[src/rtl/product_accumulator.sv]
// Frame accumulator behind the signed multiplier: sums COUNT products, then holds the result.
// Define PRODUCT_ACCUMULATOR_SATURATE_EN to clamp on overflow instead of wrapping.
module product_accumulator #(
  parameter int WIDTH       = 8,
  parameter int ACC_WIDTH   = 24,
  parameter int COUNT       = 16,
  parameter int COUNT_WIDTH = 5
) (
  input  logic                   clk,
  input  logic                   rst,
  input  logic                   start,
  input  logic [2*WIDTH-1:0]     product_in,
  input  logic                   product_valid,
  output logic                   product_ready,
  output logic [ACC_WIDTH-1:0]   acc_out,
  output logic                   acc_valid,
  input  logic                   acc_ready,
  output logic                   busy,
  output logic                   overflow
);

  typedef enum logic [1:0] {
    IDLE,
    ACCUM,
    HOLD
  } state_e;

  state_e                 state_q, state_d;
  logic [ACC_WIDTH-1:0]   acc_q, acc_d;
  logic [COUNT_WIDTH-1:0] cnt_q, cnt_d;
  logic                   ovf_q, ovf_d;
  logic                   vld_q, vld_d;

  logic signed [ACC_WIDTH-1:0] prod_ext;
  logic [ACC_WIDTH:0]          sum;
  logic                        add_ovf;
  logic                        xfer;
  logic                        last;

  assign prod_ext = ACC_WIDTH'($signed(product_in));
  assign sum      = {acc_q[ACC_WIDTH-1], acc_q}
                  + {prod_ext[ACC_WIDTH-1], prod_ext};
  // Extended sign bit disagreeing with the result MSB is signed overflow.
  assign add_ovf  = sum[ACC_WIDTH] ^ sum[ACC_WIDTH-1];

  assign product_ready = (state_q == ACCUM);
  assign busy          = (state_q != IDLE);
  assign xfer          = product_valid & product_ready;
  assign last          = (cnt_q == COUNT_WIDTH'(COUNT - 1));

  assign acc_out   = acc_q;
  assign acc_valid = vld_q;
  assign overflow  = ovf_q;

  always_comb begin
    state_d = state_q;
    acc_d   = acc_q;
    cnt_d   = cnt_q;
    ovf_d   = ovf_q;
    vld_d   = vld_q;
    unique case (state_q)
      IDLE: begin
        vld_d = 1'b0;
        if (start) begin
          acc_d   = '0;
          cnt_d   = '0;
          ovf_d   = 1'b0;
          state_d = ACCUM;
        end
      end
      ACCUM: begin
        if (xfer) begin
          cnt_d = cnt_q + 1'b1;
`ifdef PRODUCT_ACCUMULATOR_SATURATE_EN
          if (add_ovf)
            acc_d = sum[ACC_WIDTH]
                  ? {1'b1, {(ACC_WIDTH-1){1'b0}}}
                  : {1'b0, {(ACC_WIDTH-1){1'b1}}};
          else
            acc_d = sum[ACC_WIDTH-1:0];
`else
          acc_d = sum[ACC_WIDTH-1:0];
`endif
          if (add_ovf)
            ovf_d = 1'b1;
          if (last) begin
            vld_d   = 1'b1;
            state_d = HOLD;
          end
        end
      end
      HOLD: begin
        if (acc_ready) begin
          vld_d   = 1'b0;
          state_d = IDLE;
        end
      end
      default: state_d = IDLE;
    endcase
  end

  always_ff @(posedge clk or posedge rst) begin
    if (rst) begin
      state_q <= IDLE;
      acc_q   <= '0;
      cnt_q   <= '0;
      ovf_q   <= 1'b0;
      vld_q   <= 1'b0;
    end else begin
      state_q <= state_d;
      acc_q   <= acc_d;
      cnt_q   <= cnt_d;
      ovf_q   <= ovf_d;
      vld_q   <= vld_d;
    end
  end

endmodule

[config.mk]
export PLATFORM = sky130hd
export DESIGN_NAME = product_accumulator
export DESIGN_NICKNAME = d
export VERILOG_FILES = /design/src/rtl/product_accumulator.sv
export SDC_FILE = /design/constraint.sdc
export NUM_CORES = 1
export LEC_CHECK = 0
export BUFFER_PORTS_ARGS = -buffer_cell sky130_fd_sc_hd__buf_2
export CAP_MARGIN = 20
export CORE_ASPECT_RATIO = 0.6
export CORE_MARGIN = 8
export CORE_UTILIZATION = 35
export DETAILED_ROUTE_END_ITERATION = 6
export PLACE_DENSITY = 0.67
export SLEW_MARGIN = 20
export SYNTH_ARGS = -nofsm -noshare
export SYNTH_HDL_FRONTEND = slang
export SYNTH_SLANG_ARGS = --single-unit
[constraint.sdc]
create_clock -name clk -period 2.82 [get_ports clk]
set_input_delay 0.423 -clock clk [delete_from_list [all_inputs] [get_ports clk]]
set_output_delay 0.423 -clock clk [all_outputs]
set_load 0.005 [all_outputs]
======== Word level (Yosys, flattened, before mapping) ========
Cells that the tools add are included.
word-level totals
  bits in registers ....................... 33
  input bits .............................. 21
  output and inout port bits .............. 28
  logic and storage cells ................. 44
operators by class
  add/subtract/negate cells ............... 2
  eq/ne operators ......................... 8
  multiplexer cells ....................... 19
  bitwise operators ....................... 2
  reductions and logical operators ........ 8
operators with widths
  operator               number
  $mux W24               2
  $pmux W24 S2           1
  $add A24 B16 Y25       1
  $reduce_and A4 Y1      3
  $mux W5                2
  $pmux W5 S2            1
  $mux W2                4
  $mux W1                6
  $ne A2 B1 Y1 const B   3
  $pmux W2 S3            1
  $add A5 B1 Y5 const B  1
  $eq A5 B4 Y1 const B   1
  $ne A2 B2 Y1 const B   2
  $reduce_bool A2 Y1     2
  $pmux W1 S3            1
  $reduce_and A3 Y1      1
  $reduce_bool A3 Y1     1
  $eq A2 B1 Y1 const B   1
  $eq A2 B2 Y1 const B   1
  $logic_not A2 Y1       1
  $pmux W1 S2            1
  $and A1 B1 Y1          1
  $xor A1 B1 Y1          1

======== Longest topological paths before layout ========
  word-level depth ........................ 5
  mapped depth ............................ 9
  mapped depth without buffers ............ 9

======== Worst setup path before layout ========
OpenSTA, ideal clock, no wires.
  path type ............................... input port to flip-flop
  from .................................... input product_in[0]
  to ...................................... register acc_q[22], in the netlist acc_out[22]
  setup time .............................. 74 ps
  data arrival time ....................... 2408 ps
  required time ........................... 2746 ps
  setup slack ............................. 338 ps
  stages on the path ...................... 9
  buffers on the path ..................... 0
  path through ............................ ha_1 -> fa_1 -> a211oi_1 -> nor4_1 -> o21ai_0 -> o211ai_2 -> a21oi_2 -> mux2_2 -> o21ai_2
between the ends
  cells in the longest elaborated chain, start to end .. 3
ends and longest elaborated chain
  element               RTL line  source
  start, declared       12        input logic [2*WIDTH-1:0] product_in,
  $add A24 B16 Y25      42        + {prod_ext[ACC_WIDTH-1], prod_ext};
  $mux W24              72        if (xfer) begin
  $pmux W24 S2          61        unique case (state_q)
  end signal, assigned  105       acc_q <= '0;
  end signal, assigned  111       acc_q <= acc_d;
  end, declared         29        logic [ACC_WIDTH-1:0] acc_q, acc_d;
No other way between the ends. The select of a mux whose other input is x is not followed.
A chain may end at the register's enable or synchronous reset.

======== Final worst setup path ========
  from .................................... register acc_q[0], in the netlist acc_out[0]
  to ...................................... register acc_q[12], in the netlist acc_out[12]
between the ends
  cells in the longest elaborated chain, start to end .. 3
ends and longest elaborated chain
  element           RTL line
  $add A24 B16 Y25  42
  $mux W24          72
  $pmux W24 S2      61
No other way between the ends. The select of a mux whose other input is x is not followed.

==> summary.md <==
| Metric | Value |
|---|---|
| Final net count | slightly below 400 |
| DRT iter0 DRCs | 120 |
| Delay-heaviest family, CP | adder cells |
| Setup TNS | 0 ns |
| CTS Sinks | 33 |
| Worst Hold Class | in -> async |
| Area share of the largest cell type after synthesis | 33.1% |
| Detailed Place HPWL | slightly above 5 mm |
| Filler cell count | a little under 700 |
| Vias per cell | between 5 and 6 |
| FF+latch count, synth | 33 |
| Post-synthesis sequential area ratio | 33.1% |
| Min cycle time layout | approximately 2.6 ns |
| Clock tree buffer depth | 2 |
| Total CTS buffers | 5 |
| Drt wl/cell | approximately 16 µm |
| Final Hold Vio Count | 0 |
| Die ar. | slightly above 10000 µm² |
| Antenna cells | 0 |
| GRT overflow | 0 |
| Die Width | 125 µm |
| Clock Tree Root | clkbuf_16 |
| Router iterations before antenna repair | 4 |
| Synthesized area | ~2500 µm² |
| Initial antenna violation count | 0 |
| Slowest CP cell | dfrtp_1 |
| Cell variety after synth | between 50 and 60 |
| Share of post-route cells with drive strength above 1 | 23.4% |
| Clk_lat worst skew | around 0.28 ns |
| Worst-path fanout max | 3 |
| Switching portion of total power | a little under half |
| CP Data Required Time | just under 3 ns |
| Max stage delay on crit path | 0.40 ns |
| WP data arrival | around 2.7 ns |
| YS warnings | 0 |
| Slew HR | about two fifths |
| Launch point of the worst path | acc_out[0]$_DFFE_PP0P_ |
| Buf+Inv Stages, Crit Path | 2 |
| Postcts setup bufs | 0 |
| Sequential power share | 24.2% |
| I/O Pins | 49 |
| Part of the cycle the worst path needs | around 92% |
| CP endpoint kind | flip-flop |
| Startpoint types | flip-flop |
| Max-Cap Viols | 0 |
| Pint | between 2 and 2.5 mW |
| Gate Count Post-Synth | 285 |
| Worst reg2reg startpoint | acc_out[0]$_DFFE_PP0P_ |
| Fmax | 385 MHz |
| Top post-synthesis cells by area | dfrtp_1 33%, ha_1 13%, o21ai_0 7.6%, nand2_1 6.5%, xor2_1 6.0% |
| Syn Nets | around 330 |
| Most frequent cells in the layout | 48 x buf_2, 43 x nand2_1, 37 x o21ai_0 |
| RSZ-0062 raised after global routing | false |
| H-tree lvl count | 2 |
| Leakage power | 1.40 nW |
| VDD IR max | about 0.46 mV |
| Area grow syn2layout | 20.4% |
| Power Density | around 1200 nW/µm² |
| Sw Pwr | about 1.7 mW |
| Detailed Route WL | around 6.7 mm |
| Commonest non-fill, non-tap cell in the layout | buf_2 |
| Routed via count | 2282 |
| Die Height | just over 80 µm |
| Status | complete, no violations |
| Core area | about 6800 µm² |
| # rows | 23 |
| Logic gate share of total power | 61.4% |
| Critical-path cell list | ha_1, fa_1, a211oi_1, buf_4, nor4_1, nor3b_1, buf_4, o21ai_0, xnor2_1, o21ai_0 |
| Final setup viols | 0 |
| DR DRC count | 0 |
| Antenna Nets Post-Route | 0 |
| Asr flop ratio synth | 100% |
| Number of synthesized flops with an enable pin | 0 |
| Worst slew pin tran | just under 0.9 ns |
| Final Total Pwr | 3.68 mW |
| Initial Util | 36.7% |
| Port Buffer Count | 48 |
| Gpl congestion | just over 0.8 |
| Register area | 826 µm² |
| CTS tree | built |
| Critical path type | reg -> reg |
| Multi-input logic area | ~1600 µm² |
| First-pass GRT wire length | 11.1 mm |
| Most used DFF post-synth | dfrtp_1 |
| Vias in the first global route | 2189 |
| Worst-path clk slew | 0.06 ns |
| Avg Inst Size Synth | between 8 and 9 µm² |
| Biggest area consumer among synthesized cells | dfrtp_1 |
| Final Skew | 0.00511 ns |
| Overall track demand over capacity in global routing | about an eighth |
| Slew Limit Fails | 0 |
| Clk pwr share | 14.3% |
| Largest net degree at the start of global routing | 34 |
[cell usage after synthesis (2+ instances only)]
master    count
clkbuf_1      3
buf_4         2
nor3_1        3
dfrtp_1      33
a31oi_1       3
o21ai_2       3
xor2_1       17
a211oi_1      3
nand2_1      43
o21a_1        2
buf_2         2
a21o_1        5
nor2_1       15
inv_1        10
nand3_1       3
a22o_1        3
nand2b_1      2
ha_1         26
o22ai_1       2
o21ai_0      38
a21oi_1      24
o21bai_1      4
nand4_1       4
xnor2_1       6
[stage by stage]
step / area (µm²) / setup WS (ns) / utilization [%] / hold slack, ns / cells
3_5_place_dp: 2860 / 0.129 / 42.2 / 0.482 / 421
5_1_grt: 3000 / 0.0516 / 44.2 / 0.281 / 429
3_3_place_gp: 2860 / 0.147 / 42.2 / 0.466 / 421
4_1_cts: 3000 / 0.226 / 44.2 / 0.250 / 429
2_1_floorplan: 2490 / 0.338 / - / 0.450 / 285
6_report: 3000 / 0.224 / 44.2 / 0.233 / 429
[timing repair]
item	CTS	global route
setup endpoints to repair	0	1
hold buffers	0	0
resized for setup	0	1
[power by group through the flow]
stage               Clock (mW)  Combinational, mW  Sequential (mW)
floorplan                    0               1.58            0.886
global placement             0               2.21            0.889
detailed placement           0               2.24            0.901
CTS                      0.539               2.26            0.894
global route             0.558               2.53            0.932
finish                   0.529               2.26            0.893
[per-layer routing]
layer | track usage, % | up-vias | routed length [µm]
li1 | - | 1145 | -
met1 | 19.5 | 1070 | 3690
met2 | 18.0 | 63 | 2480
met3 | 4.44 | 4 | 481
met4 | 3.62 | 0 | 43
met5 | 0 | - | 0
[registers in the layout, summed over array words and instances (netlist names)]
register   flops
acc_valid      1
cnt_q          5
acc_out       24
overflow       1
state_q        2
[final timing paths]
| check | slack (ns) | depth (start not counted) | endpoint |
|---|---|---|---|
| worst max-delay path | 0.22 | 10 | acc_out[12]$_DFFE_PP0P_ |
| worst min-delay path | 0.23 | 3 | acc_out[0]$_DFFE_PP0P_ |
| worst max register to register | 0.22 | 10 | acc_out[12]$_DFFE_PP0P_ |
| worst min register to register | 0.49 | 2 | cnt_q[4]$_DFFE_PP0P_ |
| max in group asynchronous | 2.26 | 3 | acc_out[19]$_DFFE_PP0P_ |
| min in group clk | 0.39 | 2 | state_q[0]$_DFFE_PP0P_ |
[logic make-up after synthesis]
family,Yosys count,share of synthesized area (%)
AOI/OAI and AO/OA,102,26.0
xor gates and xnor gates,23,8.08
DFF,33,33.1
adders and majority gates,27,13.8
muxes,1,0.452
and+or+nand+nor,81,15.1
buffers and inverters,18,3.41
[worst reg2reg max path: cells and delay by family (launching register included)]
kind	cells	cell delay, ns
adder cells (fa/ha/maj)	2	0.64
buffers and inverters	2	0.34
flip-flops	1	0.40
AO/OA/AOI/OAI	3	0.45
XOR/XNOR	1	0.18
AND/OR/NAND/NOR	2	0.42
[layout make-up]
type | count | area share, %
inverters | 10 | 1.25
repair buffers | 57 | 10.3
clock inverters | 2 | 0.333
clock buffers | 6 | 4.29
multi-input cells | 234 | 52.7
flip-flops and latches | 33 | 27.5
well taps | 87 | 3.63
Note: power is estimated with default switching activity, not from simulation.
